## src/rtl/gelato_types_pkg.sv

```systemverilog
// rtl/gelato_types_pkg.sv - shared scoreboard types and default sizing
package gelato_types;

   localparam int SB_WARP_NUM = 4;
   localparam int SB_SLOT_NUM = 8;
   localparam int SB_REG_W    = 5;
   localparam int SB_SRC_NUM  = 3;
   localparam int SB_WB_NUM   = 2;
   localparam int SB_WARP_W   = $clog2(SB_WARP_NUM);

   typedef logic [SB_REG_W-1:0]  sb_reg_t;
   typedef logic [SB_WARP_W-1:0] warp_idx_t;

   typedef struct packed {
      logic    valid;
      sb_reg_t idx;
   } sb_entry_t;

endpackage

```

## src/rtl/gelato_scoreboard_bank.sv

```systemverilog
// rtl/gelato_scoreboard_bank.sv - one warp's dirty-register slots with match, count and free-slot logic
module gelato_scoreboard_bank
   import gelato_types::*;
#(
   parameter int SLOT_NUM = SB_SLOT_NUM,
   parameter int SRC_NUM  = SB_SRC_NUM,
   parameter int WB_NUM   = SB_WB_NUM,
   parameter int CNT_W    = $clog2(SLOT_NUM + 1)
) (
   input  logic                      clk,
   input  logic                      rst_n,
   input  logic                      alloc_we,
   input  sb_reg_t                   alloc_reg,
   input  logic [WB_NUM-1:0]         wb_en,
   input  sb_reg_t [WB_NUM-1:0]      wb_reg,
   input  sb_reg_t [SRC_NUM-1:0]     chk_rs,
   input  sb_reg_t                   chk_rd,
   output logic                      alloc_dup,
   output logic [WB_NUM-1:0]         wb_miss,
   output logic                      hazard,
   output logic                      full,
   output logic [CNT_W-1:0]          cnt
);

   sb_entry_t [SLOT_NUM-1:0] entry;
   logic [SLOT_NUM-1:0]      free_oh;
   logic [SLOT_NUM-1:0]      clr_mask;
   logic [SLOT_NUM-1:0]      wb_hit [WB_NUM];

   // Register 0 means "no register" and never matches a slot.
   function automatic logic [SLOT_NUM-1:0] match(input sb_entry_t [SLOT_NUM-1:0] e,
                                                 input sb_reg_t r);
      logic [SLOT_NUM-1:0] m;
      for (int s = 0; s < SLOT_NUM; s++)
         m[s] = e[s].valid && (e[s].idx == r) && (r != '0);
      return m;
   endfunction

   always_comb begin
      alloc_dup = |match(entry, alloc_reg);
      hazard    = |match(entry, chk_rd);
      for (int i = 0; i < SRC_NUM; i++)
         hazard = hazard | (|match(entry, chk_rs[i]));

      clr_mask = '0;
      for (int p = 0; p < WB_NUM; p++) begin
         wb_hit[p]  = match(entry, wb_reg[p]);
         wb_miss[p] = ~|wb_hit[p];
         if (wb_en[p])
            clr_mask = clr_mask | wb_hit[p];
      end

      cnt  = '0;
      full = 1'b1;
      for (int s = 0; s < SLOT_NUM; s++) begin
         cnt  = cnt + CNT_W'(entry[s].valid);
         full = full & entry[s].valid;
      end

      // Scan high to low so the lowest free slot wins.
      free_oh = '0;
      for (int s = SLOT_NUM - 1; s >= 0; s--) begin
         if (!entry[s].valid) begin
            free_oh    = '0;
            free_oh[s] = 1'b1;
         end
      end
   end

   always_ff @(posedge clk or negedge rst_n) begin
      if (!rst_n) begin
         entry <= '0;
      end else begin
         for (int s = 0; s < SLOT_NUM; s++) begin
            if (alloc_we && free_oh[s]) begin
               entry[s].valid <= 1'b1;
               entry[s].idx   <= alloc_reg;
            end else if (clr_mask[s]) begin
               entry[s].valid <= 1'b0;
            end
         end
      end
   end

endmodule

```

## src/rtl/gelato_reg_scoreboard.sv

```systemverilog
// rtl/gelato_reg_scoreboard.sv - per-warp destination-register scoreboard with alloc handshake and hazard check
module gelato_reg_scoreboard
   import gelato_types::*;
#(
   parameter int WARP_NUM = SB_WARP_NUM,
   parameter int SLOT_NUM = SB_SLOT_NUM,
   parameter int REG_W    = SB_REG_W,
   parameter int SRC_NUM  = SB_SRC_NUM,
   parameter int WB_NUM   = SB_WB_NUM,
   parameter int WARP_W   = $clog2(WARP_NUM),
   parameter int CNT_W    = $clog2(SLOT_NUM + 1)
) (
   input  logic                               clk,
   input  logic                               rst_n,
   input  logic                               rdy,
   input  logic                               alloc_valid,
   output logic                               alloc_ready,
   input  logic [WARP_W-1:0]                  alloc_warp,
   input  logic [REG_W-1:0]                   alloc_reg,
   input  logic [WB_NUM-1:0]                  wb_valid,
   input  logic [WB_NUM-1:0][WARP_W-1:0]      wb_warp,
   input  logic [WB_NUM-1:0][REG_W-1:0]       wb_reg,
   input  logic [WARP_W-1:0]                  chk_warp,
   input  logic [SRC_NUM-1:0][REG_W-1:0]      chk_rs,
   input  logic [REG_W-1:0]                   chk_rd,
   output logic                               hazard,
   output logic [WARP_NUM-1:0]                warp_full,
   output logic [WARP_NUM-1:0][CNT_W-1:0]     warp_cnt,
   output logic                               err
);

   logic [WARP_NUM-1:0]             bank_dup;
   logic [WARP_NUM-1:0]             bank_haz;
   logic [WARP_NUM-1:0]             bank_full;
   logic [WARP_NUM-1:0]             bank_we;
   logic [WARP_NUM-1:0][WB_NUM-1:0] bank_wb_en;
   logic [WARP_NUM-1:0][WB_NUM-1:0] bank_miss;
   logic [WB_NUM-1:0]               wb_act;
   logic                            dup;
   logic                            accept;
   logic                            err_set;

   // Ready depends only on registered state; a same-cycle release cannot open a slot.
   assign dup         = bank_dup[alloc_warp];
   assign alloc_ready = rdy & ~bank_full[alloc_warp] & ~dup;
   assign accept      = alloc_valid & alloc_ready & (alloc_reg != '0);
   assign hazard      = bank_haz[chk_warp];
   assign warp_full   = bank_full;

   always_comb begin
      err_set = rdy & alloc_valid & dup;
      for (int p = 0; p < WB_NUM; p++) begin
         wb_act[p] = rdy & wb_valid[p] & (wb_reg[p] != '0);
         err_set   = err_set | (wb_act[p] & bank_miss[wb_warp[p]][p]);
      end
      for (int w = 0; w < WARP_NUM; w++) begin
         bank_we[w] = accept & (alloc_warp == WARP_W'(w));
         for (int p = 0; p < WB_NUM; p++)
            bank_wb_en[w][p] = wb_act[p] & (wb_warp[p] == WARP_W'(w));
      end
   end

   always_ff @(posedge clk or negedge rst_n) begin
      if (!rst_n)
         err <= 1'b0;
      else if (err_set)
         err <= 1'b1;
   end

   for (genvar w = 0; w < WARP_NUM; w++) begin : g_bank
      gelato_scoreboard_bank #(
         .SLOT_NUM (SLOT_NUM),
         .SRC_NUM  (SRC_NUM),
         .WB_NUM   (WB_NUM),
         .CNT_W    (CNT_W)
      ) u_bank (
         .clk       (clk),
         .rst_n     (rst_n),
         .alloc_we  (bank_we[w]),
         .alloc_reg (alloc_reg),
         .wb_en     (bank_wb_en[w]),
         .wb_reg    (wb_reg),
         .chk_rs    (chk_rs),
         .chk_rd    (chk_rd),
         .alloc_dup (bank_dup[w]),
         .wb_miss   (bank_miss[w]),
         .hazard    (bank_haz[w]),
         .full      (bank_full[w]),
         .cnt       (warp_cnt[w])
      );
   end

endmodule

```

## config.mk

```make
export PLATFORM = sky130hd
export DESIGN_NAME = gelato_reg_scoreboard
export DESIGN_NICKNAME = d
export VERILOG_FILES = /design/src/rtl/gelato_types_pkg.sv /design/src/rtl/gelato_scoreboard_bank.sv /design/src/rtl/gelato_reg_scoreboard.sv
export SDC_FILE = /design/constraint.sdc
export NUM_CORES = 1
export LEC_CHECK = 0
export ABC_CLOCK_PERIOD_IN_PS = 9300
export CAP_MARGIN = 10
export CORE_MARGIN = 1.5
export CORE_UTILIZATION = 40
export DETAILED_ROUTE_END_ITERATION = 12
export PLACE_DENSITY_LB_ADDON = 0.15
export SLEW_MARGIN = 0
export SYNTH_ARGS = -nofsm -noshare
export SYNTH_HDL_FRONTEND = slang
export SYNTH_HIERARCHICAL = 1
export SYNTH_SLANG_ARGS = --single-unit
```

## constraint.sdc

```tcl
create_clock -name clk -period 9.3 [get_ports clk]
set_input_delay 1.395 -clock clk [delete_from_list [all_inputs] [get_ports clk]]
set_output_delay 1.395 -clock clk [all_outputs]
set_load 0.02 [all_outputs]
```

== Word level (Yosys, flattened, before mapping) ==
Index checks and enable logic that the tools add are counted.
W data, S select, Z words.

* Input bits: 49
* Memories: 0
* Latch bits: 0
* Register bits: 193
* Output and inout bits: 23
* Memory bits (read-only): 0
* Bits in writable memories: 0
* Word-level logic and storage cells: 1,074

* Magnitude comparators: 4
* $mul: 0
* Shifts and indexed selects: 0
* Eq/ne operators: 233
* Reduce and logical (&&, ||, !) cells: 558
* $add $sub $neg: 28
* Divide/modulo/power cells: 0
* Mux-type cells: 114
* Bitwise operators: 72

{| class="wikitable"
|+ Operators with widths
! operator !! number
|-
| $eq A5 B5 Y1 || 224
|-
| $logic_and A1 B1 Y1 || 480
|-
| $mux W8 || 40
|-
| $reduce_or A8 Y1 || 28
|-
| $add A4 B1 Y4 || 24
|-
| $mux W1 || 68
|-
| $reduce_bool A2 Y1 || 32
|-
| $and A1 B1 Y1 || 52
|-
| $reduce_bool A5 Y1 || 7
|-
| $or A8 B8 Y8 || 4
|-
| $or A1 B1 Y1 || 14
|-
| $eq A2 B2 Y1 const B || 6
|-
| $lt A2 B3 Y1 const B || 4
|-
| $add A1 B1 Y2 || 4
|-
| $bmux W2 S2 || 2
|-
| $logic_not A1 Y1 || 8
|-
| $bmux W1 S2 || 3
|-
| $eq A2 B1 Y1 const B || 3
|-
| $logic_not A2 Y1 || 3
|-
| $mux W2 || 1
|-
| $not A1 Y1 || 2
|}

== Depth between registers and ports, before layout ==
* Depth after elaboration: 17
* Mapped depth: 14
* Gate-level depth less buffers: 12

== Cells and area by module ==
The synthesis kept the hierarchy.

{| class="wikitable"
|+ By module, submodules not included
! module !! instances !! cells an instance !! area an instance (µm²) !! sequential area each (µm²)
|-
| gelato_scoreboard_bank at g_bank[1].u_bank ... || 2 || 658 || 5,785.5 || 1,201.2
|-
| gelato_scoreboard_bank at g_bank[3].u_bank || 1 || 659 || 5,871.9 || 1,201.2
|-
| gelato_scoreboard_bank at g_bank[0].u_bank || 1 || 659 || 5,814.3 || 1,201.2
|-
| gelato_reg_scoreboard || 1 || 37 || 320.3 || 25.0
|}

== Least setup slack after synthesis ==
Ideal clock, no wire load.

* Path type: input -> register
* Start point: input port alloc_reg[4]
* End point: register g_bank[2].u_bank/entry[36] (netlist name)
* Buffers on the path: 2
* Library setup time: 0.128 ns
* Slack: 4.279 ns
* Stages: 14
* Data required time: 9.172 ns
* Arrival time: 4.894 ns
* Cells stage by stage: clkbuf_1 > clkbuf_1 > xor2_1 > nor4_1 > nand3_1 > nand4_1 > o22a_1 > mux4_2 > or2_4 > nor4_1 > nand4_1 > or3_1 > nor3_2 > mux2_1

* Cells in the longest elaborated chain, start to end: 12

{| class="wikitable"
|+ RTL lines
! element !! line !! text
|-
| from (decl) || gelato_reg_scoreboard.sv:19 || <nowiki>input logic [REG_W-1:0] alloc_reg,</nowiki>
|-
| $eq A5 B5 Y1 || gelato_scoreboard_bank.sv:35 || <nowiki>m[s] = e[s].valid && (e[s].idx == r) && (r != '0);</nowiki>
|-
| $logic_and A1 B1 Y1 (2 in series) || gelato_scoreboard_bank.sv:35 ||
|-
| $reduce_or A8 Y1 * || gelato_scoreboard_bank.sv:40 || <nowiki>alloc_dup = |match(entry, alloc_reg);</nowiki>
|-
| net bank_dup[3] || gelato_reg_scoreboard.sv:32 || <nowiki>logic [WARP_NUM-1:0] bank_dup;</nowiki>
|-
| $bmux W1 S2 * || gelato_reg_scoreboard.sv:44 || <nowiki>assign dup = bank_dup[alloc_warp];</nowiki>
|-
| $mux W1 (implied by the code) * || gelato_reg_scoreboard.sv:44 ||
|-
| $not A1 Y1 * || gelato_reg_scoreboard.sv:45 || <nowiki>assign alloc_ready = rdy & ~bank_full[alloc_warp] & ~dup;</nowiki>
|-
| $and A1 B1 Y1 * || gelato_reg_scoreboard.sv:45 ||
|-
| $and A1 B1 Y1 * (2 in series) || gelato_reg_scoreboard.sv:46 || <nowiki>assign accept = alloc_valid & alloc_ready & (alloc_reg != '0);</nowiki>
|-
| $and A1 B1 Y1 * || gelato_reg_scoreboard.sv:57 || <nowiki>bank_we[w] = accept & (alloc_warp == WARP_W'(w));</nowiki>
|-
| net bank_we[2] || gelato_reg_scoreboard.sv:35 || <nowiki>logic [WARP_NUM-1:0] bank_we;</nowiki>
|-
| $logic_and A1 B1 Y1 * || gelato_scoreboard_bank.sv:75 || <nowiki>if (alloc_we && free_oh[s]) begin</nowiki>
|-
| to (decl) || gelato_scoreboard_bank.sv:25 || <nowiki>sb_entry_t [SLOT_NUM-1:0] entry;</nowiki>
|}

The timed path passes the listed nets; every way through them passes the cells marked *. The select of a mux whose other input is x is not followed.
A chain may end at the register's enable or synchronous reset.

== Worst setup path in the final report ==
* Start point: input port alloc_reg[0]
* End point: output port alloc_ready

* Cells in the longest elaborated chain, start to end: 8

{| class="wikitable"
|+ RTL lines
! element !! line !! text
|-
| $eq A5 B5 Y1 || gelato_scoreboard_bank.sv:35 ||
|-
| $logic_and A1 B1 Y1 (2 in series) || gelato_scoreboard_bank.sv:35 ||
|-
| $reduce_or A8 Y1 * || gelato_scoreboard_bank.sv:40 ||
|-
| net bank_dup[2] || gelato_reg_scoreboard.sv:32 ||
|-
| $bmux W1 S2 * || gelato_reg_scoreboard.sv:44 ||
|-
| $mux W1 (implied by the code) * || gelato_reg_scoreboard.sv:44 ||
|-
| $not A1 Y1 * || gelato_reg_scoreboard.sv:45 ||
|-
| $and A1 B1 Y1 * || gelato_reg_scoreboard.sv:45 ||
|-
| to (decl) || gelato_reg_scoreboard.sv:17 || <nowiki>output logic alloc_ready,</nowiki>
|}

Marks and branches as above.

==> results list <==
* Result of the run: completed
- Entering global routing, the biggest net connects 70 pins.
* Clk sink count: 193
- Reported net switching power: ~2.1 mW
- After technology mapping, the gate count stands at about 2,700.
- STA puts the critical path data required time at between 7 and 8 ns.
- Max Fanout on Critical Path: 38
* Peak clock frequency supported by timing: 0.149 GHz
- For this run, the detailed router's first-pass iteration total came to 5.
- Dividing the detail-routed via count by the number of cells gives 6.27.
- The clock reaches the later pin of the worst-skew pair after between 0.5 and 0.6 ns.
- Maximum vdd drop: roughly 0.31 mV
* Min cycle time layout: about 6.7 ns
* Setup repair after global routing missed its margin: no
* DP Wirelength: 58,800 um
- The worst setup path is of the input pin to output port kind.
- STA classifies the critical path endpoint as an output port.
- Met1 demand-to-capacity share in global routing: 42.4%
* Mean Syn Cell Area: about 8.8 um2
- Average wire length per cell after detail routing: just under 30 um
- Most common library cell in the layout ignoring fill and taps: sky130_fd_sc_hd__xor2_1
- The initial antenna violation count was 4.
* Switching power share of the total: 45.9%
- Global-route wire length before repair: 139,000 um
- Worst-path clk slew: 0.08 ns
* Number of cells upsized or downsized after cts: 0
- Fin Setup TNS: 0 ns
- In the final layout, the share of cells above drive strength 1 is 12.3%.
- Cells fill 42.2% of the core in the end.
- At the worst endpoint, the arrival time is 5.33 ns.
* Fraction of power consumed by the clock network: 17.8%
- Yosys printed 6 warnings.
* Clock Skew: 0.0208 ns
- Internal power: 2.50 mW
- Fraction of the yosys area taken by sequential cells: 20.5%
* Maximum clock insertion buffer count: 2
* Total count of hold-check failures in the final report: 0
* Count of hold buffers inserted by post-cts repair: 0
- Die extent in y: 246 um
- Portion of total power attributed to sequential cells: 32.5%
- Headroom to the max-slew limit came out at 23.5%.
- Top post-synthesis cells by area: sky130_fd_sc_hd__xor2_1 (26%), sky130_fd_sc_hd__dfrtp_1 (20%), sky130_fd_sc_hd__xnor2_1 (15%), sky130_fd_sc_hd__mux2_2 (6.7%), sky130_fd_sc_hd__nor4_1 (5.9%)
- Most frequent cells in the layout: sky130_fd_sc_hd__xor2_1 (712), sky130_fd_sc_hd__xnor2_1 (412), sky130_fd_sc_hd__nor4_1 (224), sky130_fd_sc_hd__dfrtp_1 (193), sky130_fd_sc_hd__nand3_1 (166)
* Cell accounting for the most synthesized area: sky130_fd_sc_hd__xor2_1
- Via count of the first global-routing pass: 20,100
- Io pins: just over 70
- Combinational group share of total power: 49.7%
- Buffer type at the clock tree root: sky130_fd_sc_hd__clkbuf_16
- Initial core utilization: 40.6%
* All-Layer GR Usage: a little under a third
- The initialized floorplan defines just under 90 standard-cell rows.
* Number of levels the H-tree was split into: 4
- Met3 demand-to-capacity share in global routing: 5.39%
- Width of the die: around 250 um
- Buffers inserted during clock tree synthesis total 17.
* First-iteration detailed-routing DRC count: 2,044
- Summed over all layers, the global routing overflow is 0.
* Number of nets still failing antenna checks after routing: 0
- The floorplan step defined a core boundary enclosing 58,000 um2.
- FF+latch count, synth: 193
- The routed layout has 20,200 vias.
* Nets in the synthesized netlist: 2,756
* Post-synth EDFFs: 0
* Most used flip-flop cell after synthesis: sky130_fd_sc_hd__dfrtp_1
* Number of slew-limit violations in the final report: 0
- The global routing stage identified its most utilized layer as met2.
- In this run the static leakage power is roughly 11 nW.
- Total power for the finished layout comes to 4.62 mW.
* Cell area after technology mapping: 23,600 um2
- Worst slew pin tran: 1.15 ns
- CTS tree: built
- Post-CTS setup buffer count: 0
- The worst setup path is launched from an input pin.
- # setup viols final: 0
- Hold Path Class: flop to flop
- The routed design has about 94,000 um of wire.
* Area after DPL: 23,900 um2
- For this run, the post-layout net count is 2,529.
- The congestion estimate from routability-driven global placement came to 0.895.
- For this run, design rule violations remaining after detail routing come to 0.
- Met2 usage: 48.4%
* Tcrit/Tclk final: 72.3%
* Post-layout instance area: 24,500 um2
- For this design the ratio of total power to cell area is about 190 nW/um2.
* Share of the synthesized area in the top cell type: roughly a quarter
* Share of flip-flops with an asynchronous set or reset: 100%
- Number of buffers inserted by port buffering: 71
- The tool flagged a number of max-cap violations equal to 0.
- Library cells used by synthesis: 46
* Layout-stage area growth over the synthesis result: 3.85%
* Die Outline Area: 60,400 um2
-- cells by family (layout without fill, tap and decap cells) --
kind of cell	after synthesis	in the layout	share of synthesized area, %
other cells	0	2	0
compound gates	68	68	2.20
fa+ha+maj	36	36	2.42
buf+inv	427	212	7.72
flops	193	193	20.5
simple gates	658	658	17.3
xor+xnor	1124	1124	41.8
mux	165	165	8.12
-- through the flow --
stage,worst slack (ns),std cells,hold WS [ns]
floorplan,4.28,2671,0.598
global placement,2.58,3189,0.641
detailed placement,2.52,3190,0.618
CTS,2.76,3221,0.638
global route,2.62,3221,0.663
finish,2.58,3223,0.650
-- synth_stat cells, types with 18 or more instances --
cell type                    n
sky130_fd_sc_hd__a221oi_1   18
sky130_fd_sc_hd__buf_1      53
sky130_fd_sc_hd__buf_2      47
sky130_fd_sc_hd__buf_6      21
sky130_fd_sc_hd__clkbuf_1  243
sky130_fd_sc_hd__dfrtp_1   193
sky130_fd_sc_hd__ha_1       20
sky130_fd_sc_hd__inv_1      59
sky130_fd_sc_hd__mux2_1     20
sky130_fd_sc_hd__mux2_2    140
sky130_fd_sc_hd__nand2_1    20
sky130_fd_sc_hd__nand3_1   166
sky130_fd_sc_hd__nand4_1   113
sky130_fd_sc_hd__nor2_1     18
sky130_fd_sc_hd__nor4_1    224
sky130_fd_sc_hd__or4_1      39
sky130_fd_sc_hd__xnor2_1   412
sky130_fd_sc_hd__xor2_1    712
-- power by group through the flow --
| stage | combinational, mW | clock [mW] | sequential, mW |
|---|---|---|---|
| floorplan | 1.98 | 0 | 1.03 |
| global placement | 2.22 | 0 | 1.50 |
| detailed placement | 2.27 | 0 | 1.51 |
| CTS | 2.28 | 0.834 | 1.49 |
| global route | 2.48 | 0.868 | 1.53 |
| finish | 2.30 | 0.820 | 1.50 |
-- metal layers --
| metal | vias up | share of wire (%) |
|---|---|---|
| li1 | 8563 | - |
| met1 | 10300 | 43 |
| met2 | 1047 | 45 |
| met3 | 270 | 8.0 |
| met4 | 0 | 4.0 |
| met5 | - | 0 |
-- path summary, 6_finish.rpt --
kind,end,start,slack (ns),cells after the start
setup / recovery,alloc_ready,alloc_reg[0],2.58,11
hold / removal,err,err,0.65,2
setup reg to reg,g_bank[2].u_bank/entry[24],g_bank[0].u_bank/entry[15],4.35,11
hold reg to reg,err,err,0.65,2
max in group asynchronous,g_bank[3].u_bank/entry[21],rst_n,7.03,2
min in group asynchronous,g_bank[0].u_bank/entry[14],rst_n,0.86,1
-- cell type report --
type | instances | area (um2)
antenna | 2 | 5.00
clock inverter | 11 | 151
sequential | 193 | 4830
multi-input combinational | 2051 | 16900
timing repair buffer | 118 | 910
fill | 5665 | 33500
tap | 765 | 957
clock buffer | 20 | 457
inverter | 63 | 236
-- state kept, by name, indices dropped and copies added, names as in the netlist --
signal and count:
g_bank.u_bank/entry 192, err 1
-- worst max-delay path, cell delays in order --
cell                              delay (ns)
sky130_fd_sc_hd__buf_4                  0.55
sky130_fd_sc_hd__buf_4                  0.64
sky130_fd_sc_hd__xor2_1                 0.22
sky130_fd_sc_hd__nor4_1                 0.08
sky130_fd_sc_hd__nand3_1                0.09
sky130_fd_sc_hd__nand4_1                0.21
sky130_fd_sc_hd__o22a_1                 0.26
sky130_fd_sc_hd__mux4_2                 0.48
sky130_fd_sc_hd__or2_4                  0.30
sky130_fd_sc_hd__nor2_1                 0.33
sky130_fd_sc_hd__clkdlybuf4s50_1        0.70
No activity file was read; power rests on OpenSTA's default activity.
